## config.mk

```make
export PLATFORM = sky130hd
export DESIGN_NAME = hw_window_ctrl
export DESIGN_NICKNAME = d
export VERILOG_FILES = /design/src/rtl/hw_win_pkg.sv /design/src/rtl/hw_win_mac.sv /design/src/rtl/hw_window_ctrl.sv
export SDC_FILE = /design/constraint.sdc
export NUM_CORES = 1
export LEC_CHECK = 0
export ABC_AREA = 1
export ABC_CLOCK_PERIOD_IN_PS = 5500
export CAP_MARGIN = 20
export CORE_ASPECT_RATIO = 1.4
export CORE_MARGIN = 3
export CORE_UTILIZATION = 35
export CTS_CLUSTER_SIZE = 16
export DETAILED_ROUTE_END_ITERATION = 10
export GPL_TIMING_DRIVEN = 0
export PLACE_DENSITY = 0.56
export SLEW_MARGIN = 20
export SYNTH_ARGS = -nofsm -noshare
export SYNTH_HDL_FRONTEND = slang
export SYNTH_SLANG_ARGS = --single-unit
export TNS_END_PERCENT = 10
```

## constraint.sdc

```tcl
create_clock -name clk -period 5.5 [get_ports clk]
set_input_delay 0.55 -clock clk [delete_from_list [all_inputs] [get_ports clk]]
set_output_delay 0.55 -clock clk [all_outputs]
set_load 0.1 [all_outputs]
```

## src/rtl/hw_win_pkg.sv

```systemverilog
// hw_win_pkg -- shared constants and types for the sample windowing block.
//   FRAME_LEN : default samples per frame
//   SMP_W     : default signed sample width
//   COEF_W    : default unsigned window coefficient width
//   PROD_W    : windowed product width (SMP_W + COEF_W)
//   ADDR_W    : sample buffer / window ROM address width
//   state_t   : controller FSM states
package hw_win_pkg;

  localparam int FRAME_LEN = 80;
  localparam int SMP_W     = 16;
  localparam int COEF_W    = 4;
  localparam int PROD_W    = SMP_W + COEF_W;
  localparam int ADDR_W    = 7;

  typedef enum logic [1:0] {
    ST_IDLE  = 2'd0,
    ST_RUN   = 2'd1,
    ST_DRAIN = 2'd2
  } state_t;

endpackage

```

## src/rtl/hw_win_mac.sv

```systemverilog
// hw_win_mac -- windowing multiply and output register.
//   clk, rst_n : clock, asynchronous active-low reset
//   en_i       : pipeline advance; output register loads only when high
//   bypass_i   : 1 = pass sample shifted left by COEF_W, coefficient ignored
//   valid_i    : stage-1 valid (memory outputs belong to an issued index)
//   smp_i      : signed sample from the synchronous-read sample buffer
//   coef_i     : unsigned coefficient from the registered window ROM
//   data_o     : signed windowed sample (SMP_W+COEF_W bits)
//   valid_o    : data_o valid
module hw_win_mac #(
  parameter int SMP_W  = hw_win_pkg::SMP_W,
  parameter int COEF_W = hw_win_pkg::COEF_W
) (
  input  logic                           clk,
  input  logic                           rst_n,
  input  logic                           en_i,
  input  logic                           bypass_i,
  input  logic                           valid_i,
  input  logic signed [SMP_W-1:0]        smp_i,
  input  logic        [COEF_W-1:0]       coef_i,
  output logic signed [SMP_W+COEF_W-1:0] data_o,
  output logic                           valid_o
);

  localparam int PW = SMP_W + COEF_W;

  logic                    en_prev_q;
  logic signed [SMP_W-1:0] smp_hold_q;
  logic [COEF_W-1:0]       coef_hold_q;
  logic signed [SMP_W-1:0] smp_eff;
  logic [COEF_W-1:0]       coef_eff;
  logic signed [PW-1:0]    smp_ext;
  logic signed [PW-1:0]    coef_ext;
  logic signed [PW-1:0]    prod;
  logic signed [PW-1:0]    data_q;
  logic                    valid_q;

  // The memories answer one cycle late, so during a stall the held address
  // already points at the next index. The operands are snapshotted while the
  // previous cycle advanced and used whenever it did not, keeping stage 1
  // aligned with the index it was issued for.
  always_comb begin
    smp_eff  = en_prev_q ? smp_i  : smp_hold_q;
    coef_eff = en_prev_q ? coef_i : coef_hold_q;
    smp_ext  = {{COEF_W{smp_eff[SMP_W-1]}}, smp_eff};
    coef_ext = {{SMP_W{1'b0}}, coef_eff};
    if (bypass_i) begin
      prod = {smp_eff, {COEF_W{1'b0}}};
    end else begin
      // |smp| * (2^COEF_W - 1) always fits in PW signed bits.
      prod = smp_ext * coef_ext;
    end
  end

  always_ff @(posedge clk or negedge rst_n) begin
    if (!rst_n) begin
      en_prev_q   <= 1'b1;
      smp_hold_q  <= '0;
      coef_hold_q <= '0;
      data_q      <= '0;
      valid_q     <= 1'b0;
    end else begin
      en_prev_q <= en_i;
      if (en_prev_q) begin
        smp_hold_q  <= smp_i;
        coef_hold_q <= coef_i;
      end
      if (en_i) begin
        data_q  <= prod;
        valid_q <= valid_i;
      end
    end
  end

  assign data_o  = data_q;
  assign valid_o = valid_q;

endmodule

```

## src/rtl/hw_window_ctrl.sv

```systemverilog
// hw_window_ctrl -- frame windowing controller.
// Reads FRAME_LEN samples and window coefficients by index, multiplies them
// and streams the results out under valid/ready flow control.
//   clk, rst_n  : clock, asynchronous active-low reset
//   start       : frame request, sampled only in IDLE
//   win_bypass  : (only with HW_WIN_BYPASS_EN) skip coefficient, latched at start
//   busy        : high in every state except IDLE
//   done        : one-cycle pulse after the last beat is accepted
//   smp_addr    : sample buffer address (synchronous read, 1-cycle latency)
//   smp_data    : signed sample for the previous cycle's address
//   rom_addr    : window ROM address (registered ROM, 1-cycle latency)
//   rom_data    : unsigned coefficient for the previous cycle's address
//   win_data    : signed windowed sample
//   win_valid   : win_data valid
//   win_ready   : downstream accept
// Optional feature macro: HW_WIN_BYPASS_EN
module hw_window_ctrl #(
  parameter int FRAME_LEN = hw_win_pkg::FRAME_LEN,
  parameter int SMP_W     = hw_win_pkg::SMP_W,
  parameter int COEF_W    = hw_win_pkg::COEF_W
) (
  input  logic                           clk,
  input  logic                           rst_n,
  input  logic                           start,
`ifdef HW_WIN_BYPASS_EN
  input  logic                           win_bypass,
`endif
  output logic                           busy,
  output logic                           done,
  output logic        [6:0]              smp_addr,
  input  logic signed [SMP_W-1:0]        smp_data,
  output logic        [6:0]              rom_addr,
  input  logic        [COEF_W-1:0]       rom_data,
  output logic signed [SMP_W+COEF_W-1:0] win_data,
  output logic                           win_valid,
  input  logic                           win_ready
);

  import hw_win_pkg::*;

  localparam logic [6:0] LAST_IDX = 7'(FRAME_LEN - 1);

  state_t     state_q, state_d;
  logic [6:0] idx_q, idx_d;
  logic       s1_valid_q, s1_valid_d;
  logic       done_q, done_d;
  logic       win_byp;
  logic       adv;

  assign adv = !win_valid | win_ready;

`ifdef HW_WIN_BYPASS_EN
  logic byp_q, byp_d;

  always_comb begin
    byp_d = byp_q;
    if (state_q == ST_IDLE && start) begin
      byp_d = win_bypass;
    end
  end

  always_ff @(posedge clk or negedge rst_n) begin
    if (!rst_n) begin
      byp_q <= 1'b0;
    end else begin
      byp_q <= byp_d;
    end
  end

  assign win_byp = byp_q;
`else
  assign win_byp = 1'b0;
`endif

  always_comb begin
    state_d    = state_q;
    idx_d      = idx_q;
    s1_valid_d = s1_valid_q;
    done_d     = 1'b0;
    case (state_q)
      ST_IDLE: begin
        if (start) begin
          state_d = ST_RUN;
          idx_d   = '0;
        end
      end
      ST_RUN: begin
        if (adv) begin
          s1_valid_d = 1'b1;
          // The counter parks on the last index instead of wrapping.
          if (idx_q == LAST_IDX) begin
            state_d = ST_DRAIN;
          end else begin
            idx_d = idx_q + 7'd1;
          end
        end
      end
      ST_DRAIN: begin
        if (adv) begin
          s1_valid_d = 1'b0;
        end
        // Stage 1 empty and the output register holding the last beat.
        if (!s1_valid_q && win_valid && win_ready) begin
          state_d = ST_IDLE;
          done_d  = 1'b1;
        end
      end
      default: begin
        state_d = ST_IDLE;
      end
    endcase
  end

  always_ff @(posedge clk or negedge rst_n) begin
    if (!rst_n) begin
      state_q    <= ST_IDLE;
      idx_q      <= '0;
      s1_valid_q <= 1'b0;
      done_q     <= 1'b0;
    end else begin
      state_q    <= state_d;
      idx_q      <= idx_d;
      s1_valid_q <= s1_valid_d;
      done_q     <= done_d;
    end
  end

  hw_win_mac #(
    .SMP_W  (SMP_W),
    .COEF_W (COEF_W)
  ) u_mac (
    .clk      (clk),
    .rst_n    (rst_n),
    .en_i     (adv),
    .bypass_i (win_byp),
    .valid_i  (s1_valid_q),
    .smp_i    (smp_data),
    .coef_i   (rom_data),
    .data_o   (win_data),
    .valid_o  (win_valid)
  );

  assign smp_addr = idx_q;
  assign rom_addr = idx_q;
  assign busy     = (state_q != ST_IDLE);
  assign done     = done_q;

endmodule

```

======== After elaboration in Yosys (flattened, before gate mapping) ========
Index checks and enable logic that the tools add are counted.
word-level totals
  flip-flop bits (word level) ............. 53
  logic and storage cells ................. 48
cells by class
  $add $sub $neg .......................... 1
  muxes and demuxes ....................... 16
  reduce and logical (&&, ||, !) cells .... 11
  bitwise gates (word level) .............. 1
  equal/unequal tests ..................... 9
  multipliers ............................. 1
operators with widths
  cell                                                    count
  two-way mux 7 bit                                       3
  multiplier 16 x 5 -> 20 bit                             1
  two-way mux 16 bit                                      1
  one-hot mux 7 bit (2 select lines)                      1
  two-way mux 2 bit                                       4
  inequality test 2 bit (second input constant)           4
  AND reduction 4 bit                                     2
  adder 7 x 1 -> 7 bit (second input constant)            1
  == test 7 bit (second input constant)                   1
  one-hot mux 2 bit (3 select lines)                      1
  nonzero test 2 bit                                      3
  two-way mux 1 bit                                       4
  two-way mux 4 bit                                       1
  inequality test 2 x 1 -> 1 bit (second input constant)  2
  AND reduction 3 bit                                     1
  == test 2 x 1 -> 1 bit (second input constant)          1
  == test 2 bit (second input constant)                   1
  logical AND 1 bit                                       2
  zero test 1 bit                                         2
  zero test 2 bit                                         1
  one-hot mux 1 bit (2 select lines)                      1
  bitwise OR 1 bit                                        1

======== Logic depth before layout (Yosys ltp) ========
Gate-level depths: netlist of the first run.
  word-level depth ........................ 5
  gate-level depth with buffers ........... 23
  depth with buffers taken out ............ 21

======== Modules after synthesis ========
A second synthesis of the first run with hierarchy kept.
second synthesis, totals
  cell total of the unflattened synthesis .. 652
  area total of the unflattened synthesis .. 4989.8 sq um
modules (own cells, without submodules)
  module          seq. area each (sq um)  cells an instance  times used  area each (sq um)
  hw_win_mac      1052.3                  545                1           4239.1
  hw_window_ctrl  275.3                   107                1           750.7

======== Worst setup path before layout of the first run ========
OpenSTA, ideal clock, no wires.
  kind .................................... flip-flop to flip-flop
  start point ............................. reg u_mac.en_prev_q
  end point ............................... reg u_mac.data_q[11], in the netlist u_mac.data_o[11]
  cell stages (with the launch flop) ...... 20
  arrival time ............................ 3.866 ns
  setup slack ............................. 1.515 ns
  data required time ...................... 5.380 ns
  path buffers ............................ 2
  path through ............................ dfstp_2 inv_2 buf_6 or2_2 o21ai_2 buf_6 nor2_1 ha_1 fa_1 inv_1 fa_1 inv_1 ha_1 nand2_1 inv_1 a21oi_1 nand3_1 or2_2 nand3_1 nand2_1
between the ends
  longest elaborated chain between the ends .. 2
  elaborated cells on any way between the ends .. 3
ends and longest elaborated chain
  item                                                     line              RTL
  from (decl)                                              hw_win_mac.sv:27  logic en_prev_q;
  from (signal assigned)                                   hw_win_mac.sv:63  en_prev_q <= en_i;
  two-way mux 16 bit or two-way mux 4 bit (tied branches)  --
  multiplier 16 x 5 -> 20 bit *                            hw_win_mac.sv:51  prod = smp_ext * coef_ext;
  to (signal assigned)                                     hw_win_mac.sv:69  data_q <= prod;
  to (decl)                                                hw_win_mac.sv:35  logic signed [PW-1:0] data_q;
Mark *: on every way between the ends. The rest lies on a longest branch, timed or not.
A chain may end at the register's enable or synchronous reset.

======== Final worst setup path of the first run ========
  start point ............................. reg u_mac.en_prev_q
  end point ............................... reg u_mac.data_q[13], in the netlist u_mac.data_o[13]
The elaborated chain is that of the path after synthesis.

==> results, run 1 <==
- The run finished with clean final reports.
- The kind of start point of the critical path is a register.
- The leakage power of the design is approximately 2.9 nW.
- The core area is 0.0131 mm².
- The hold buffer count at cts is 0.
- The beginning of the worst register-to-register path is u_mac.en_prev_q.
- TritonCTS created 5 clock buffers.
- After synthesis, the netlist uses 37 different library cells.
- The HPWL after detailed placement is 9330 µm.
- In the final routed layout, each cell accounts on average for 13.1 µm.
- In the synthesized netlist the dominant register cell turns out to be dfrtp_1.
- The clock sink count is 53.
- Of the total synthesized cell area, the portion taken by XOR and XNOR cells is 0.0147.
- The finished cells cover 0.00575 mm².
- The core occupancy in the finished layout is 0.438.
- After detailed routing, the number of remaining DRC violations is 0.
- Overall power consumption after layout is estimated at 0.00290 W.
- The biggest fanout along the worst timing path is 10.
- Synthesis produced a netlist with a net count of 709.
- After clock tree synthesis, the clock-pin slew on the worst setup and hold paths is 0.08 ns.
- The critical path ends at u_mac.data_o[13].
- The first global-routing pass estimated 19700 µm of wire.
- The area of the mapped netlist is around 0.0048 mm².
- In this run the worst setup path begins at u_mac.en_prev_q.
- Of the total synthesized cell area, the portion taken by full adders, half adders and majority gates is 0.234.
- The reg-to-reg endpoint is u_mac.data_o[13].
- The transition at the pin with the smallest max-transition slack is 0.995 ns.
- The overall via count from detail_route is 4004.
- The number of inserted filler cells in the final layout is about 1400.
- The worst path arrival time is approximately 4.7 ns.
- The violation count after the first detailed-routing iteration is 158.
- For this run, global-route usage on met1 was measured as 0.178.
- Buffers added to address setup during post-CTS repair amount to 0.
- The biggest area contributor in the post-synthesis netlist is dfrtp_1.
- The net count of the finished layout is a little under 800.
- At the end of routability-driven placement, the weighted congestion stood at 0.825.
- The mean area per synthesized cell is 7.77 µm².
- Dividing total power by cell area gives a power density of around 500 mW/mm².
- The number of levels the H-tree was split into is 2.
- The slack of the worst reg-to-reg path is about 1.0 ns.
- STA classifies the critical path endpoint as a register.
- The maximum cell stage delay along the critical path is 0.58 ns.
- The post-synthesis async set-or-reset flop share is 1.00.
- The peak-usage layer in the global routing report is met2.
- Setup repair after global routing left no endpoint under its margin.
- The classification of the worst-slack hold path is input port to async pin.
- The met2 demand-to-capacity share in global routing is 0.305.
- The worst clock skew is 0.0106 ns.
- The initial core utilization is 0.364.
- The clock network latency to the later pin of the worst-skew pair is 0.30 ns.
- The final period utilization is 0.811.
- The floorplan has 49 rows.
- For this run the aggregate overflow at the end of global routing stands at 0.
- The number of max-slew violations in the final report is 0.
- The count of state elements after synthesis is 53.
- The largest net degree at the start of global routing is 54.
- The type of the setup path with the least slack is register to register.
- Yosys mapped a number of flops with a built-in enable equal to 0.
- The instance area at placement is 0.00560 mm².
- The root buffer cell chosen for the clock tree is clkbuf_16.
- The via count of the first global-routing pass is 4203.
- Measured against its own limit, the worst slew margin works out to 0.334.
- The library cell contributing the largest single delay on the critical path is dfstp_2.
- The area growth from synthesis to final layout is 20.3%.
- The largest voltage drop on the vdd net is 487 µV.
- The antenna diode instance count is 0.
- The final wirelength is 11300 µm.
- The commonest cells after synthesis are nand2_1 (144), inv_1 (104), nor2_1 (70).
- The global-route usage over all layers is 0.159.
- The via density per instance is 4.65.
- The count of warnings emitted by yosys is 0.
- The first TritonRoute pass finished after 4 iterations.
- The number of I/O pins is 61.
- Of the post-synthesis cell area, the part taken by muxes is 0.
- Of the cells placed in the final design, the portion with a size suffix greater than 1 is 0.120.
- The clock passes through at most 2 buffers.
- Summed over all failing endpoints, the final setup total negative slack is 0 ns.
- After clock tree synthesis, the repair step resized 0 gates.
- The compound-gate portion of the synthesized area came to 0.0859.
- For this run, the top clock speed supported by timing is about 220 MHz.
- STA puts the critical path data required time at 5.69 ns.
- The final worst hold slack is between 0.2 and 0.3 ns.
- Input and output buffers added on the ports amount to 60.
- The final hold violation count was 0.
- The remaining antenna violation count is 0.
- The width of the die is 105 µm.
- The number of maximum-capacitance violations is 0.
- The number of antenna violations at the first check in global routing is 0.
- The number of cell instances on the worst register-to-register path is 21.
- Walking the worst path, the cells encountered are inv_2, buf_6, or2_1, o21ai_2, buf_4, nor2_1, ha_1, fa_1, inv_1, fa_1, inv_1, ha_1, nand2_1, inv_1, a21oi_1, nand2_1, nand2_1, nand2_1, or2_1, nand3_1, nand2_1.
- The post-layout minimum cycle time is 4.46 ns.
- TritonCTS built the clock tree.
- The met3 track demand over resource in global routing is 0.0308.
- The height of the die is approximately 140 µm.
- The die covers about 0.015 mm².
- For this run, the register share of the synthesized area comes to 0.278.
- The cell with the most instances after synthesis is nand2_1.
- The count of final setup violators is 0.
- Of the post-synthesis cell area, the dominant cell type holds 0.272.
- The number of instances in the synthesized netlist is 615.
- After synthesis, the largest family of logic cells by area is simple AND/OR/NAND/NOR gates.
- The cell that appears most often on the critical path is nand2_1.
- In the post-synthesis netlist, the biggest area contributors are dfrtp_1 (27%), fa_1 (13%), nand2_1 (11%), ha_1 (10%), inv_1 (8.2%).
- Of the total synthesized cell area, the portion taken by AND, OR, NAND and NOR gates is 0.270.
[kinds of logic after synthesis]
kind of cell / Yosys count
flops: 53
fa+ha+maj: 70
buf+inv: 133
xor+xnor: 8
compound gates: 65
simple gates: 286
[flip-flops by register name, indices dropped and copies added (netlist names)]
signal             cells
u_mac.en_prev_q        1
u_mac.smp_hold_q      16
u_mac.coef_hold_q      4
rom_addr               7
u_mac.valid_o          1
u_mac.data_o          20
done                   1
s1_valid_q             1
state_q                2
[cell usage in the layout (no fill, tap or decap), types with 3 or more instances in the layout]
cell type / Yosys / layout
fa_1: 32 / 32
buf_2: 3 / 3
xnor2_1: 6 / 6
inv_2: 9 / 9
buf_6: 4 / 4
or2_2: 15 / 15
nand2_1: 144 / 144
ha_1: 38 / 38
nand2_4: 5 / 5
a21oi_1: 20 / 20
nor2_1: 70 / 70
nand2_2: 6 / 6
or2_1: 4 / 4
nor3_1: 3 / 3
buf_4: 8 / 9
o21ai_0: 22 / 22
inv_1: 104 / 104
dfrtp_1: 52 / 52
o21ai_2: 14 / 14
nand3b_1: 6 / 6
clkbuf_16: 0 / 5
nand3_1: 25 / 25
clkdlybuf4s50_1: 0 / 59
o31ai_1: 5 / 5
[worst max-delay path, delay by kind of cell, from the launching register on]
family	cells	cell delay, ns
AOI/OAI and AO/OA	2	0.34
adders and majority gates	4	1.76
buffers and inverters	6	0.63
DFF	1	0.58
and+or+nand+nor	9	1.04
[layout make-up]
type | instances | area, µm² | area share
buffer | 19 | 136 | 0.0237
clock buffer | 5 | 125 | 0.0218
clock inverter | 3 | 25.0 | 0.00435
inverter | 114 | 428 | 0.0744
multi-input combinational | 429 | 2890 | 0.502
sequential | 53 | 1330 | 0.231
tap | 178 | 223 | 0.0387
timing repair buffer | 60 | 598 | 0.104
[power breakdown]
part / leakage (nW) / internal [W] / switching (W) / total [W]
Combinational: 2.23 / 0.000596 / 0.00143 / 0.00202
Sequential: 0.632 / 0.000484 / 0.0000578 / 0.000542
Clock: 0.0708 / 0.000173 / 0.000162 / 0.000335
Total: 2.93 / 0.00125 / 0.00165 / 0.00290
[stage by stage]
step	setup WS [ns]	std cells
after floorplan	1.51	615
after global placement	0.832	853
after detailed placement	0.813	853
after CTS	1.03	861
after global routing	0.783	861
final	1.04	861
[worst min-delay path by stage]
stage / slack [ns] / to / start
after floorplan: 0.25 / done / rst_n
after global placement: 0.46 / u_mac.data_o[14] / u_mac.data_o[14]
after detailed placement: 0.46 / u_mac.data_o[16] / u_mac.data_o[16]
after CTS: 0.32 / u_mac.smp_hold_q[3] / rst_n
after global routing: 0.36 / u_mac.smp_hold_q[1] / rst_n
final: 0.30 / u_mac.smp_hold_q[4] / rst_n
[layer usage]
layer / vias to the layer above / share of wire
met5: - / 0
met4: 0 / 0.016
met3: 9 / 0.050
met2: 72 / 0.53
met1: 1903 / 0.40
li1: 2020 / -
No activity file was read; power rests on OpenSTA's default activity.
==> inputs of run 2 (changes only) <==
--- a/config.mk
+++ b/config.mk
@@ -6,7 +6,7 @@
 export NUM_CORES = 1
 export LEC_CHECK = 0
 export ABC_AREA = 1
-export ABC_CLOCK_PERIOD_IN_PS = 5500
+export ABC_CLOCK_PERIOD_IN_PS = 4100
 export CAP_MARGIN = 20
 export CORE_ASPECT_RATIO = 1.4
 export CORE_MARGIN = 3
@@ -14,7 +14,7 @@
 export CTS_CLUSTER_SIZE = 16
 export DETAILED_ROUTE_END_ITERATION = 10
 export GPL_TIMING_DRIVEN = 0
-export PLACE_DENSITY = 0.56
+export PLACE_DENSITY = 0.58
 export SLEW_MARGIN = 20
 export SYNTH_ARGS = -nofsm -noshare
 export SYNTH_HDL_FRONTEND = slang
==> constraint.sdc (replaced) <==
create_clock -name clk -period 4.1 [get_ports clk]
set_input_delay 0.41 -clock clk [delete_from_list [all_inputs] [get_ports clk]]
set_output_delay 0.41 -clock clk [all_outputs]
set_load 0.1 [all_outputs]
==> results, run 2 (synthesized netlist as in run 1, its figures left out) <==
- The biggest fanout along the worst timing path is 8.
- The setup path with the least slack is of type register to register.
- The layout has 1306 filler cells.
- Relative to the synthesized area, the layout overhead comes to 34.9%.
- In this run the cell area measured after placement is 0.00560 mm².
- Entering global routing, the biggest net connects 54 pins.
- Derived from the worst setup path, the maximum achievable clock frequency is 254 MHz.
- The via count of the first global-routing pass is 4274.
- The number of maximum-capacitance violations is 0.
- The transition at the pin with the smallest max-transition slack is 1.01 ns.
- From left edge to right edge, the die measures 105 µm.
- The slack of the worst reg-to-reg path is 0.16 ns.
- Among all stages on the critical path, the largest delay is contributed by dfstp_2.
- For the final routed database, the setup TNS stands at 0 ns.
- Detailed placement ended at an HPWL of 9280 µm.
- VDD sags by at most 538 µV.
- Headroom to the max-slew limit came out at 0.324.
- The classification of the worst-slack hold path is input port to async pin.
- Of the total power, the share spent switching nets is 0.549.
- The die covers 0.0151 mm².
- The kind of start point of the critical path is a register.
- STA puts the critical path data arrival time at just over 4 ns.
- The clock tree from TritonCTS is yes.
- The number of levels the H-tree was split into is 2.
- The worst register-to-register path ends at u_mac.data_o[11].
- The post-layout minimum cycle time is just under 4 ns.
- The number of cell instances on the worst register-to-register path is 18.
- The commonest non-fill, non-tap cell in the layout is nand2_1.
- Of the total power, the clock network draws 0.102.
- The root cell of the clock tree is clkbuf_16.
- The most frequent cell on the critical path is inv_1.
- The detailed router placed 4146 vias in this run.
- The post-CTS clock slew at the launch and capture registers of the worst setup and hold paths is 0.08 ns.
- Walking the worst path, the cells encountered are clkinv_4, buf_8, or2_2, o21ai_4, nor2_1, ha_1, fa_1, inv_1, fa_1, inv_1, ha_4, nand2_4, inv_1, a21oi_2, nand3_2, or2_2, nand3_1, nand2_1.
- The core area is between 0.01 and 0.015 mm².
- The logic gate share of total power is 0.735.
- The beginning of the worst register-to-register path is u_mac.en_prev_q.
- The total global routing overflow is 0.
- The wire length of the first global-routing pass is slightly above 20000 µm.
- Input and output buffers added on the ports amount to 60.
- The power density of the placed cells is roughly 700 mW/mm².
- The beginning of the critical path is u_mac.en_prev_q.
- The number of max-slew violations in the final report was 0.
- The first-pass iteration count of the detailed router is 4.
- Counting both buffers and inverters, the worst setup path holds a total of 5.
- The height of the die is about 140 µm.
- The remaining antenna violation count is 0.
- The number of antenna violations at the first check in global routing came to 0.
- In the final routed layout, each cell accounts on average for 13.6 µm.
- Registers take approximately 0.0013 mm².
- The number of I/O pins is 61.
- The clock sink count is 53.
- Cell internal power was estimated by the tool at between 0.002 and 0.0025 W.
- The maximum cell stage delay along the critical path is 0.58 ns.
- The final hold violation count is 0.
- The layout net count is 803.
- No sink is reached through more buffers than the 2 on the longest clock path.
- The remaining design rule violation count is 0.
- The flip-flop count of the largest register after layout is 20.
- In the routed layout, each cell is associated on average with a via count of 4.67.
- The worst setup path is captured at a register.
- Row generation in the floorplan step produced 49 rows.
- The endpoint required time on the critical path is 4.30 ns.
- The cell class contributing the biggest share of worst-path delay is adder cells.
- Setup violations remaining at the end of the flow were counted as 0.
- The share of total power dissipated in sequential elements is 0.163.
- At the later pin of the worst-skew pair, clock insertion delay measures roughly 0.3 ns.
- The global-route usage over all layers is 0.164.
- Leaving out fill and tap cells, the most frequent cells in the layout are nand2_1 (127), inv_1 (98), nor2_1 (61).
- The leakage power of the design is 3.13 nW.
- Summing all multi-input logic gate instances after layout gives 0.00332 mm².
- Setup repair after global routing could not meet its margin everywhere.
- The number of buffers created by CTS is 5.
- The initial utilization of the core area, before any placement, comes to 0.364.
- Summed over all nets, the switching power comes to 0.00246 W.
- The final wirelength is 12100 µm.
- In the finished design, the share of the clock period the worst path needs comes to 0.960.
- The violation count after the first detailed-routing iteration is roughly 170.
- The post-route standard cell area excluding fillers is approximately 0.0064 mm².
- In the final layout, the share of cells above drive strength 1 is 0.245.
- The run finished with clean final reports.
- At the end of routability-driven placement, the weighted congestion stood at 0.830.
- The worst clock skew is approximately 0.01 ns.
- The number of antenna diodes in the final layout is 0.
==> run 2: cell count changes in the layout (fill, tap and decap cells not counted), moves of 6 or more <==
cell / before / now
ha_1: 38 / 24
inv_1: 104 / 98
nand2_2: 6 / 18
o21ai_2: 14 / 6
nor2_2: 1 / 8
buf_4: 9 / 31
a21oi_1: 20 / 11
nand2_1: 144 / 127
a21oi_2: 0 / 8
o21ai_4: 0 / 11
o21ai_0: 22 / 15
ha_4: 0 / 13
nor2_1: 70 / 61
==> run 2: through the flow <==
| step | setup WS [ns] | hold WS, ns | total power [W] | utilization | std cells |
|---|---|---|---|---|---|
| floorplan | 0.115 | 0.114 | 0.00282 | - | 615 |
| global placement | -0.419 | 0.468 | 0.00345 | 0.427 | 853 |
| detailed placement | -0.433 | 0.466 | 0.00346 | 0.427 | 853 |
| CTS | -0.00384 | 0.188 | 0.00419 | 0.461 | 871 |
| global route | -0.0223 | 0.211 | 0.00484 | 0.491 | 888 |
| finish | 0.162 | 0.149 | 0.00449 | 0.491 | 888 |
==> run 2: cell type report <==
cell class	instances	share of cell area
clock buffers	5	0.0194
clock inverters	3	0.00408
plain buffers	18	0.0235
repair buffers	88	0.131
inverters	114	0.0672
multi-input cells	429	0.515
flip-flops and latches	53	0.206
well taps	178	0.0346
==> run 2: how the worst max path moves through the flow <==
stage	to	slack [ns]	cells past startpoint
6_report	u_mac.data_o[11]	0.16	18
3_5_place_dp	u_mac.data_o[11]	-0.43	18
5_1_grt	u_mac.data_o[11]	-0.02	18
4_1_cts	u_mac.data_o[16]	-0.004	20
3_3_place_gp	u_mac.data_o[11]	-0.42	18
2_1_floorplan	u_mac.data_o[11]	0.11	19
==> run 2: power groups by stage <==
stage / registers [W] / logic [W] / clock network, W
4_1_cts: 0.000730 / 0.00299 / 0.000470
3_3_place_gp: 0.000736 / 0.00272 / 0
2_1_floorplan: 0.00145 / 0.00137 / 0
3_5_place_dp: 0.000737 / 0.00273 / 0
5_1_grt: 0.000751 / 0.00360 / 0.000488
6_report: 0.000732 / 0.00330 / 0.000456
==> run 2: repair_timing <==
item / CTS / global route
resized for setup: 36 / 79
buffers inserted: 9 / 17
gates cloned: 1 / 1
pin swaps: 4 / 42
hold buffers: 0 / 0
setup endpoints to repair: 13 / 13
==> run 2: layer usage <==
metal	GRT usage	routed length, µm	vias to the layer above
met4	0.0539	182	0
met3	0.0317	455	10
li1	-	-	2068
met5	0	0	-
met2	0.316	6720	65
met1	0.180	4750	2003
==> inputs of run 3 (changes only) <==
--- a/config.mk
+++ b/config.mk
@@ -7,9 +7,7 @@
 export LEC_CHECK = 0
 export ABC_AREA = 1
 export ABC_CLOCK_PERIOD_IN_PS = 4100
-export CAP_MARGIN = 20
 export CORE_ASPECT_RATIO = 1.4
-export CORE_MARGIN = 3
 export CORE_UTILIZATION = 35
 export CTS_CLUSTER_SIZE = 16
 export DETAILED_ROUTE_END_ITERATION = 10
==> results, run 3 (synthesized netlist as in run 1, its figures left out) <==
- The minimum setup slack after placement is -0.386 ns.
- The H-tree was split into 2 levels.
- IR analysis of the VDD net gives a maximum drop of 508 µV.
- For the pin with the worst max-slew slack, the measured transition is 1.01 ns.
- The largest buffer count on any clock path is 2.
- The number of placement rows is 50.
- The headroom to the max-slew limit is 0.325.
- TritonCTS built the clock tree.
- The layout net count is 797.
- The final wirelength is 11500 µm.
- The HPWL after detailed placement is 8910 µm.
- The number of buffers and inverters on the critical path is 4.
- The classification of the worst-slack hold path is input port to async pin.
- The instance area at placement is 0.00560 mm².
- The flip-flop count of the largest register after layout is 20.
- For this run, design rule violations remaining after detail routing come to 0.
- After layout, the worst setup slack is 0.168 ns.
- The type of the setup path with the least slack is register to register.
- In the layout the commonest cells are nand2_1 (134), inv_1 (103), nor2_1 (64).
- The first detailed-routing pass ran for 4 iterations.
- The final sum of negative setup slack is 0 ns.
- Input and output buffers added on the ports amount to 60.
- The core area is 0.0133 mm².
- The congestion estimate from routability-driven global placement came to 0.878.
- The count of nets left with antenna violations once routing finished came out at 0.
- The count of final setup violators is 0.
- The post-layout minimum cycle time is ~3.9 ns.
- For this configuration, the core starts out at a cell density of 0.358.
- Across every metal layer, demand over resource in global routing totals 0.173.
- The post-layout total power is 0.00433 W.
- Measured along the x axis, the die boundary spans 101 µm.
- The via count of the first global-routing pass is approximately 4000.
- The number of I/O pins is around 60.
- Of all nets on the critical path, the largest fanout is 7.
- The overall die area is 0.0141 mm².
- The largest individual stage delay along the critical path comes from the cell dfstp_2.
- The hold buffer count at cts is 0.
- Entering global routing, the biggest net connects 54 pins.
- The core occupancy in the finished layout is 0.472.
- Data arrives at the worst endpoint at ~4.1 ns.
- The repair_antennas step left the layout with diodes totalling 0.
- The cell class contributing the biggest share of worst-path delay is adder cells.
- After clock tree synthesis, the clock-pin slew on the worst setup and hold paths is 0.08 ns.
- The peak clock frequency supported by timing is between 200 and 300 MHz.
- The area growth from synthesis to final layout is 31.7%.
- The final route contains 4080 vias.
- The number of maximum-capacitance violations is 0.
- The violation count after the first detailed-routing iteration is ~170.
- Counting the buffers created by CTS gives 5.
- The maximum cell stage delay along the critical path is 0.58 ns.
- The routed length per instance is 13.0 µm.
- The commonest non-fill, non-tap cell in the layout is nand2_1.
- The final hold violation count is 0.
- The number of antenna violations at the first check in global routing is 0.
- The number of max-slew violations in the final report is 0.
- Dividing total power by cell area gives a power density of 687 mW/mm².
- The clock reaches the later pin of the worst-skew pair after 0.30 ns.
- In this run the vertical extent of the chip is 140 µm.
- The post-route standard cell area excluding fillers is ~0.0063 mm².
- STA puts the critical path data required time at ~4.3 ns.
- STA classifies the critical path startpoint as a register.
- The critical path goes through clkinv_4, buf_8, or2_2, o21ai_4, nor2_1, ha_1, fa_1, inv_1, fa_1, inv_1, ha_4, nand2_1, nand2_1, a21oi_2, nand3_2, or2_2, nand3_1, nand2_1.
- The wire length of the first global-routing pass is between 15000 and 20000 µm.
- Setup repair after global routing could not meet its margin everywhere.
- After detailed routing, the number of vias per cell comes to 4.60.
- Dividing the final minimum period by the clock period gives 0.959.
- The total global routing overflow is 0.
- STA classifies the critical path endpoint as a register.
- In the final layout, the share of cells above drive strength 1 is 0.212.
- By instance count, the cell type seen most on the critical path is nand2_1.
- The root cell of the clock tree is clkbuf_16.
- The flow ran to the end, and the final reports show no timing, DRC or antenna violations.
- Across the routed clock network, the largest skew measured is 0.00714 ns.
- The clock sink count is 53.
- In this run the static leakage power is between 3 and 4 nW.
[run 3: cell types whose count changed in the layout (fill, tap and decap cells not counted), sizes merged]
cell | before | now
clkbuf | 9 | 7
buf | 43 | 39
[run 3: path summary, 6_finish.rpt]
check	from	slack (ns)	endpoint	cells past startpoint
hold reg to reg	u_mac.data_o[15]	0.48	u_mac.data_o[15]	2
max in group asynchronous	rst_n	3.50	u_mac.data_o[17]	1
setup reg to reg	u_mac.en_prev_q	0.17	u_mac.data_o[11]	18
setup / recovery	u_mac.en_prev_q	0.17	u_mac.data_o[11]	18
hold / removal	rst_n	0.15	u_mac.smp_hold_q[2]	1
min in group clk	u_mac.data_o[15]	0.48	u_mac.data_o[15]	2
[run 3: layout make-up]
cell class / instances / area (µm²)
plain buffers: 18 / 150
inverters: 114 / 433
well taps: 182 / 228
fillers: 1318 / 7030
repair buffers: 82 / 768
flip-flops and latches: 53 / 1330
clock buffers: 5 / 125
multi-input cells: 429 / 3240
clock inverters: 3 / 26.3
[run 3: stage by stage]
step / std cells / hold slack [ns]
2_1_floorplan: 615 / 0.114
3_3_place_gp: 857 / 0.465
3_5_place_dp: 857 / 0.465
4_1_cts: 878 / 0.181
5_1_grt: 886 / 0.216
6_report: 886 / 0.146
[run 3: where the power goes]
group          internal [W]  switching (W)
Clock              0.000234       0.000216
Combinational       0.00106        0.00208
Sequential         0.000650      0.0000851
Total               0.00194        0.00238
[run 3: what timing repair did]
| item | 4_1_cts | 5_1_grt |
|---|---|---|
| gates resized for setup | 24 | 60 |
| pin swaps | 6 | 34 |
| buffers inserted | 12 | 8 |
| hold endpoints to repair | 0 | 0 |
| endpoints found under the setup margin | 13 | 13 |
| cloned | 2 | 0 |
[run 3: layer usage]
layer / vias up / GRT usage / routed length, µm
met5: - / 0 / 0
met4: 0 / 0.0488 / 157
met3: 10 / 0.0304 / 412
met2: 65 / 0.317 / 6330
met1: 1953 / 0.204 / 4590
li1: 2052 / - / -
